[config.mk]
export PLATFORM = sky130hd
export DESIGN_NAME = mul_div_unit
export DESIGN_NICKNAME = d
export VERILOG_FILES = /design/src/rtl/mul_div_unit.sv
export SDC_FILE = /design/constraint.sdc
export NUM_CORES = 1
export LEC_CHECK = 0
export BUFFER_PORTS_ARGS = -buffer_cell sky130_fd_sc_hd__buf_2
export CORE_ASPECT_RATIO = 1.2
export CORE_MARGIN = 2
export CORE_UTILIZATION = 35
export DETAILED_ROUTE_END_ITERATION = 7
export GPL_TIMING_DRIVEN = 1
export PLACE_DENSITY_LB_ADDON = 0.3
export SYNTH_ARGS = -nofsm -noshare
export SYNTH_HDL_FRONTEND = slang
export SYNTH_SLANG_ARGS = --single-unit
[constraint.sdc]
create_clock -name clk -period 3.7 [get_ports clk]
set_input_delay 0.185 -clock clk [delete_from_list [all_inputs] [get_ports clk]]
set_output_delay 0.185 -clock clk [all_outputs]
set_load 0.02 [all_outputs]
[src/rtl/mul_div_unit.sv]
// Multi-cycle signed WIDTHxWIDTH multiplier / WIDTH/WIDTH divider with a start/busy/done handshake.
// MUL returns the full 2*WIDTH product; DIV returns {remainder, quotient}.
module mul_div_unit #(
    parameter int unsigned WIDTH = 32
) (
    input  logic               clk,
    input  logic               rst_n,
    input  logic               start_i,
    input  logic               op_i,
    input  logic [WIDTH-1:0]   a_i,
    input  logic [WIDTH-1:0]   b_i,
    output logic               busy_o,
    output logic               done_o,
    output logic               div_zero_o,
    output logic [2*WIDTH-1:0] zout_o
);

    localparam int unsigned ZW = 2 * WIDTH;
    localparam int unsigned CW = $clog2(WIDTH);

    typedef enum logic [1:0] {
        S_IDLE,
        S_CALC,
        S_FIX,
        S_DONE
    } state_e;

    state_e          state_q, state_d;
    logic [CW-1:0]   cnt_q, cnt_d;
    logic            op_q, op_d;
    logic            sign_a_q, sign_a_d;
    logic            sign_b_q, sign_b_d;
    logic [WIDTH-1:0] mag_a_q, mag_a_d;
    logic [WIDTH-1:0] mag_b_q, mag_b_d;
    logic [WIDTH-1:0] hi_q, hi_d;
    logic [WIDTH-1:0] lo_q, lo_d;
    logic            busy_q, busy_d;
    logic            done_q, done_d;
    logic            dz_q, dz_d;
    logic [ZW-1:0]   zout_q, zout_d;

    logic [WIDTH-1:0] a_mag_in, b_mag_in;
    logic [WIDTH:0]   mul_sum;
    logic [WIDTH:0]   div_shift;
    logic             div_ge;
    logic [WIDTH-1:0] div_diff;
    logic [ZW-1:0]    product;
    logic [WIDTH-1:0] quo_s, rem_s, a_orig;

    assign a_mag_in = a_i[WIDTH-1] ? -a_i : a_i;
    assign b_mag_in = b_i[WIDTH-1] ? -b_i : b_i;

    // MUL step: add multiplicand when the low multiplier bit is set, then shift the pair right
    assign mul_sum  = {1'b0, hi_q} + (lo_q[0] ? {1'b0, mag_a_q} : {(WIDTH+1){1'b0}});

    // DIV step: restoring division; hi holds the partial remainder, lo shifts dividend out / quotient in
    assign div_shift = {hi_q, lo_q[WIDTH-1]};
    assign div_ge    = div_shift >= {1'b0, mag_b_q};
    assign div_diff  = WIDTH'(div_shift - {1'b0, mag_b_q});

    assign product = {hi_q, lo_q};
    assign quo_s   = (sign_a_q ^ sign_b_q) ? -lo_q : lo_q;
    assign rem_s   = sign_a_q ? -hi_q : hi_q;
    assign a_orig  = sign_a_q ? -mag_a_q : mag_a_q;

    always_ff @(posedge clk or negedge rst_n) begin
        if (!rst_n) begin
            state_q  <= S_IDLE;
            cnt_q    <= '0;
            op_q     <= 1'b0;
            sign_a_q <= 1'b0;
            sign_b_q <= 1'b0;
            mag_a_q  <= '0;
            mag_b_q  <= '0;
            hi_q     <= '0;
            lo_q     <= '0;
            busy_q   <= 1'b0;
            done_q   <= 1'b0;
            dz_q     <= 1'b0;
            zout_q   <= '0;
        end else begin
            state_q  <= state_d;
            cnt_q    <= cnt_d;
            op_q     <= op_d;
            sign_a_q <= sign_a_d;
            sign_b_q <= sign_b_d;
            mag_a_q  <= mag_a_d;
            mag_b_q  <= mag_b_d;
            hi_q     <= hi_d;
            lo_q     <= lo_d;
            busy_q   <= busy_d;
            done_q   <= done_d;
            dz_q     <= dz_d;
            zout_q   <= zout_d;
        end
    end

    always_comb begin
        state_d  = state_q;
        cnt_d    = cnt_q;
        op_d     = op_q;
        sign_a_d = sign_a_q;
        sign_b_d = sign_b_q;
        mag_a_d  = mag_a_q;
        mag_b_d  = mag_b_q;
        hi_d     = hi_q;
        lo_d     = lo_q;
        done_d   = 1'b0;
        dz_d     = dz_q;
        zout_d   = zout_q;

        case (state_q)
            S_IDLE: begin
                if (start_i) begin
                    op_d     = op_i;
                    sign_a_d = a_i[WIDTH-1];
                    sign_b_d = b_i[WIDTH-1];
                    mag_a_d  = a_mag_in;
                    mag_b_d  = b_mag_in;
                    hi_d     = '0;
                    lo_d     = op_i ? a_mag_in : b_mag_in;
                    cnt_d    = CW'(WIDTH - 1);
                    state_d  = S_CALC;
                end
            end
            S_CALC: begin
                if (!op_q) begin
                    hi_d = mul_sum[WIDTH:1];
                    lo_d = {mul_sum[0], lo_q[WIDTH-1:1]};
                end else begin
                    hi_d = div_ge ? div_diff : div_shift[WIDTH-1:0];
                    lo_d = {lo_q[WIDTH-2:0], div_ge};
                end
                if (cnt_q == '0) begin
                    state_d = S_FIX;
                end else begin
                    cnt_d = cnt_q - CW'(1);
                end
            end
            S_FIX: begin
                state_d = S_DONE;
                done_d  = 1'b1;
                if (!op_q) begin
                    zout_d = (sign_a_q ^ sign_b_q) ? -product : product;
                    dz_d   = 1'b0;
                end else if (mag_b_q == '0) begin
                    // Divide by zero: echo the dividend with an all-ones quotient
                    zout_d = {a_orig, {WIDTH{1'b1}}};
                    dz_d   = 1'b1;
                end else begin
                    zout_d = {rem_s, quo_s};
                    dz_d   = 1'b0;
                end
            end
            S_DONE: begin
                state_d = S_IDLE;
            end
            default: begin
                state_d = S_IDLE;
            end
        endcase

        busy_d = (state_d != S_IDLE);
    end

    assign busy_o     = busy_q;
    assign done_o     = done_q;
    assign div_zero_o = dz_q;
    assign zout_o     = zout_q;

endmodule

# --- Yosys cells after proc, flatten, opt, wreduce, memory -nomap -nowiden ---
# Cells that the tools add are included.
totals:
  reg_bits: 205
  inputBits: 68
  output_inout_bits: 67
op_classes:
  n_reduce_logical: 8
  addsub: 9
  n_bitwise: 1
  eq_ne: 5
  magnitude_cmp: 1
  mux: 26
ops:
  columns: ["operator", "n"]
  rows:
  - ["two-way mux 32 bit", 12]
  - ["two-way mux 64 bit", 3]
  - ["negator 32 bit", 5]
  - ["one-hot mux 32 bit (2 select lines)", 2]
  - ["negator 64 bit", 1]
  - ["adder 32 x 32 -> 33 bit", 1]
  - ["greater-or-equal comparator 33 x 32 -> 1 bit", 1]
  - ["logical NOT 32 bit", 1]
  - ["subtractor 32 bit", 1]
  - ["two-way mux 5 bit", 2]
  - ["one-hot mux 5 bit (2 select lines)", 1]
  - ["one-hot mux 2 bit (4 select lines)", 1]
  - ["logical NOT 5 bit", 1]
  - ["subtractor 5 x 1 -> 5 bit (second input constant)", 1]
  - ["== test 2 bit (second input constant)", 2]
  - ["two-way mux 2 bit", 2]
  - ["inequality test 2 bit (second input constant)", 2]
  - ["AND reduction 2 bit", 2]
  - ["nonzero test 2 bit", 2]
  - ["two-way mux 1 bit", 3]
  - ["AND reduction 3 bit", 1]
  - ["== test 2 x 1 -> 1 bit (second input constant)", 1]
  - ["logical NOT 2 bit", 1]
  - ["XOR 1 bit", 1]

# --- Depth between registers and ports, before layout ---
logic_depth:
  depth_word: 5
  depth_mapped: 15
  ltp_nobuf: 14

# --- Worst setup path after synthesis ---
# OpenSTA, ideal clock, no wires.
synth_timing:
  path_type: "input to register"
  from: "in a_i[4]"
  to: "reg lo_q[25]"
  setup_ns: 0.125
  stages: 9
  setup_slack_ns: 0.657
  t_arrival_ns: 2.919
  n_path_buf: 0
  cell_sequence: "or4_4 -> or4_4 -> or3_4 -> or2_4 -> or3_4 -> o41ai_4 -> xor2_1 -> o221ai_1 -> mux2_2"
synth_via:
  elab_chain_len: 5
synth_rtl:
  columns: ["item", "line_no", "source"]
  rows:
  - ["start: declaration", "10", "input logic [WIDTH-1:0] a_i,"]
  - ["negator 32 bit", "50", "assign a_mag_in = a_i[WIDTH-1] ? -a_i : a_i;"]
  - ["two-way mux 32 bit", "50", null]
  - ["two-way mux 32 bit", "121", "lo_d = op_i ? a_mag_in : b_mag_in;"]
  - ["two-way mux 32 bit", "114", "if (start_i) begin"]
  - ["one-hot mux 32 bit (2 select lines)", "112", "case (state_q)"]
  - ["end signal: assignment", "90", "lo_q <= lo_d;"]
  - ["end: declaration", "36", "logic [WIDTH-1:0] lo_q, lo_d;"]
# No other way between the ends. The select of a mux whose other input is x is not followed.
# A chain may end at the register's enable or synchronous reset.

# --- Worst setup path in the final report ---
layout_timing:
  from: "reg mag_a_q[3]"
  to: "reg zout_q[61], in the netlist zout_o[61]"
layout_via:
  elab_chain_len: 4
layout_rtl:
  columns: ["item", "line_no", "source"]
  rows:
  - ["start: declaration", "33", "logic [WIDTH-1:0] mag_a_q, mag_a_d;"]
  - ["start signal: assignment", "87", "mag_a_q <= mag_a_d;"]
  - ["negator 32 bit", "64", "assign a_orig = sign_a_q ? -mag_a_q : mag_a_q;"]
  - ["two-way mux 32 bit", "64", null]
  - ["two-way mux 64 bit", "146", "end else if (mag_b_q == '0) begin"]
  - ["two-way mux 64 bit", "143", "if (!op_q) begin"]
  - ["end signal: assignment", "94", "zout_q <= zout_d;"]
  - ["end: declaration", "40", "logic [ZW-1:0] zout_q, zout_d;"]
# No other way between the ends.

==> impl_results.md <==
* Fillers at 4883
* Post-DP HPWL at about 51000 µm
* Layout area overhead at 15.20%
* Total GRT Usage at between 20 and 25%
* Remaining global-route overflow at 0
* Die X at 205.5 µm
* Top_reg_cell synth: dfrtp_1
* Post-layout instance area at 19650 µm²
* Mapped Area at around 17000 µm²
* Synth Register Bits at 205
* ANT nets after route at 0
* Async S/R FF share, synth at 100.0%
* Status: finished, final reports clean
* Yosys top cell area share at 30.08%
* # diodes at 0
* Wirelength per Cell at 21.99 µm
* Period Utilization, post-route at 90.13%
* Leakage at roughly 8.7 nW
* WP data required at 4.12 ns
* Setup Buffers After CTS at 0
* Worst clock skew at 0.04387 ns
* Critical Path AT at 3.75 ns
* Ports at roughly 140
* RePlAce Congestion at 0.9669
* Pwr dens at 1070 nW/µm²
* DRT iter0 DRCs at 1331
* Cts bufs inserted at 26
* DRT Pass-1 Iters at 5
* CTS Sinks at just over 200
* Delay-heaviest family, CP: simple AND/OR/NAND/NOR gates
* Synth top area cells: dfrtp_1 (30%), o21ai_0 (7.6%), xor2_1 (6.7%), nand2_1 (6.6%), xnor2_1 (5.4%)
* Post-synth top cells: nand2_1 (300), o21ai_0 (258), dfrtp_1 (205)
* Peak supply drop at 0.4431 mV
* Slowest stage delay, CP at 0.62 ns
* Crit. End Element: flip-flop
* Synth Net Count at approximately 2300
* Final Hold Vio Count at 0
* Synth Instances at 2139
* Initial core utilization at 35.44%
* Initial antenna violation count at 0
* Flop-to-flop setup slack at 0.37 ns
* Setup TNS at 0 ns
* H-tree levels at 1
* First-pass GRT wire length at 96500 µm
* Reg2reg path depth at 9
* DRC Markers at 0
* Slowest CP cell: or4_1
* Library cells used by synthesis at 73
* Worst-path cell chain: or4_1 -> nand2b_1 -> nand3b_1 -> or4_1 -> o41ai_1 -> xor2_1 -> a21oi_1 -> a21oi_1 -> o21ai_0
* Cts repair resizes at 0
* Via/cell ratio at 5.706
* Root buffer cell: clkbuf_16
* Vias at 16570
* Total Wirelength at roughly 64000 µm
* F_max at 299.9 MHz
* Fin crit period at roughly 3.3 ns
* Core area at ~48000 µm²
* Number of global-route vias before repair at 16300
* Startpoint type of the worst setup path: flip-flop
* RSZ-0062 raised after global routing: false
* Worst r2r src: mag_a_q[3]$_DFFE_PN0P_
* Max Root-Sink Buffers at 3
* Avg Cell Area, Syn at 7.973 µm²
* Kind of critical path: flip-flop to flip-flop
* Leading area contributor after synthesis: dfrtp_1
* Placed inst area at 18650 µm²
* Die Area at about 50000 µm²
* WHS at between 0.01 and 0.015 ns
* Hold_sp: a_i[28]
* HP Class: input port to flip-flop
* Final setup fails at 0
* Rows at 88
* Synth Warn # at 0
* CTS tree: built
* EDFF count, synth at 0
* Cells on Worst Hold Path at 3
* Layout cell share with drive strength beyond 1 at between 10% and 20%
* Max_slew headroom at 31.83%
* IO Port Bufs at 134
* Buf+Inv Stages, Crit Path at 0
* Least-Margin Pin Slew at 1.022 ns
* Seq/Total Area, Yosys at 30.08%
* Clk Latency, worst-skew pair at 0.58 ns
* Worst hold endpoint: mag_a_q[28]$_DFFE_PN0P_
* Fin nets at about 2400
* Pin count of the biggest net entering global routing at 106
* Die extent in y at 245.8 µm
* Final Max Tran Viols at 0
* Clk slew on worst S/H paths at around 0.06 ns
* Total Power at 21.03 mW
* Max_cap viols at 0
* Top-count cell post-synth: nand2_1
* Reg-to-Reg End: zout_o[61]$_DFFE_PN0P_
* Crit-path max FO at 6
[how the worst max path moves through the flow]
stage,start,end,slack [ns],cells past startpoint
floorplan,a_i[4],lo_q[25]$_DFFE_PN0P_,0.66,9
global placement,hi_q[13]$_DFFE_PN0P_,zout_o[63]$_DFFE_PN0P_,0.43,9
detailed placement,a_i[4],lo_q[25]$_DFFE_PN0P_,0.37,10
CTS,hi_q[16]$_DFFE_PN0P_,hi_q[30]$_DFFE_PN0P_,0.40,11
global route,lo_q[0]$_DFFE_PN0P_,hi_q[21]$_DFFE_PN0P_,0.12,14
finish,mag_a_q[3]$_DFFE_PN0P_,zout_o[61]$_DFFE_PN0P_,0.37,9
[state kept, by name (all words and copies together), names as in the netlist]
name and cells:
lo_q 32, zout_o 64, mag_a_q 32, sign_b_q 1
sign_a_q 1, busy_o 1, done_o 1, div_zero_o 1
state_q 2, cnt_q 5, mag_b_q 32, hi_q 32
op_q 1
[area by class of cell]
class,instances,area [µm²],share of cell area [%]
clock buffers,37,732.0,3.726
clock inverters,11,131.4,0.6687
inverters,73,274.0,1.395
multi-input cells,1719,11140,56.68
flip-flops and latches,205,5135,26.14
well taps,630,788.3,4.012
repair buffers,229,1450,7.381
[logic make-up (layout without fill, tap and decap cells)]
family / Yosys count / after routing / synth area share [%]
AO/OA/AOI/OAI: 663 / 663 / 24.27
XOR/XNOR: 236 / 236 / 12.12
adder cells (fa/ha/maj): 72 / 72 / 5.371
buffers and inverters: 215 / 350 / 4.938
flip-flops: 205 / 205 / 30.08
multiplexers: 77 / 77 / 4.659
AND/OR/NAND/NOR: 671 / 671 / 18.56
[cell usage in the layout, fill, tap and decap left out, types with 13 or more instances in the layout]
cell type      synthesis  layout
nand2_1              300     300
o21ai_0              258     258
dfrtp_1              205     203
buf_2                  0     133
xor2_1               130     129
a21oi_1              126     126
nor2_1               116     115
xnor2_1              106     105
buf_4                  0      80
inv_1                 72      72
ha_1                  70      70
mux2i_1               67      67
o211ai_1              56      56
and2_1                40      40
o31ai_1               40      40
nand3_1               35      35
nor3_1                32      32
a21o_1                29      29
clkbuf_16              0      26
nor4_1                25      25
o41ai_1               24      24
or3_1                 23      23
a31oi_1               20      20
a22oi_1               19      19
or4_1                 18      18
o221ai_1              13      13
dlygate4sd3_1          0      13
[routing by layer]
metal	up-vias	routed length [µm]	GRT usage [%]
met2	586	30230	41.42
met1	7913	26370	31.23
li1	7908	-	-
met5	-	0	0
met4	0	3998	14.30
met3	162	3266	2.730
[worst register-to-register path, stage by stage, from the launching register on]
cell      delay (ns)
dfrtp_1         0.46
or4_1           0.58
nand2b_1        0.21
nand3b_1        0.30
or4_1           0.62
o41ai_1         0.38
xor2_1          0.24
a21oi_1         0.10
a21oi_1         0.19
o21ai_0         0.09
[power breakdown]
| part | leakage, nW | switching [mW] | internal (mW) |
|---|---|---|---|
| combinational | 5.67 | 8.39 | 5.60 |
| sequential | 2.63 | 1.35 | 3.10 |
| clock | 0.419 | 1.05 | 1.52 |
[repair_timing]
action / CTS / global route
hold endpoints to repair: 80 / 0
hold buffers: 13 / 0
endpoints found under the setup margin: 0 / 0
[through the flow]
step	util, %	std cells	setup slack [ns]
6_report	40.83	2904	0.3651
5_1_grt	40.83	2904	0.1196
4_1_cts	40.83	2904	0.4009
3_5_place_dp	38.77	2843	0.3681
3_3_place_gp	38.77	2843	0.4329
2_1_floorplan	-	2139	0.6568
No activity file was read; power rests on OpenSTA's default activity.
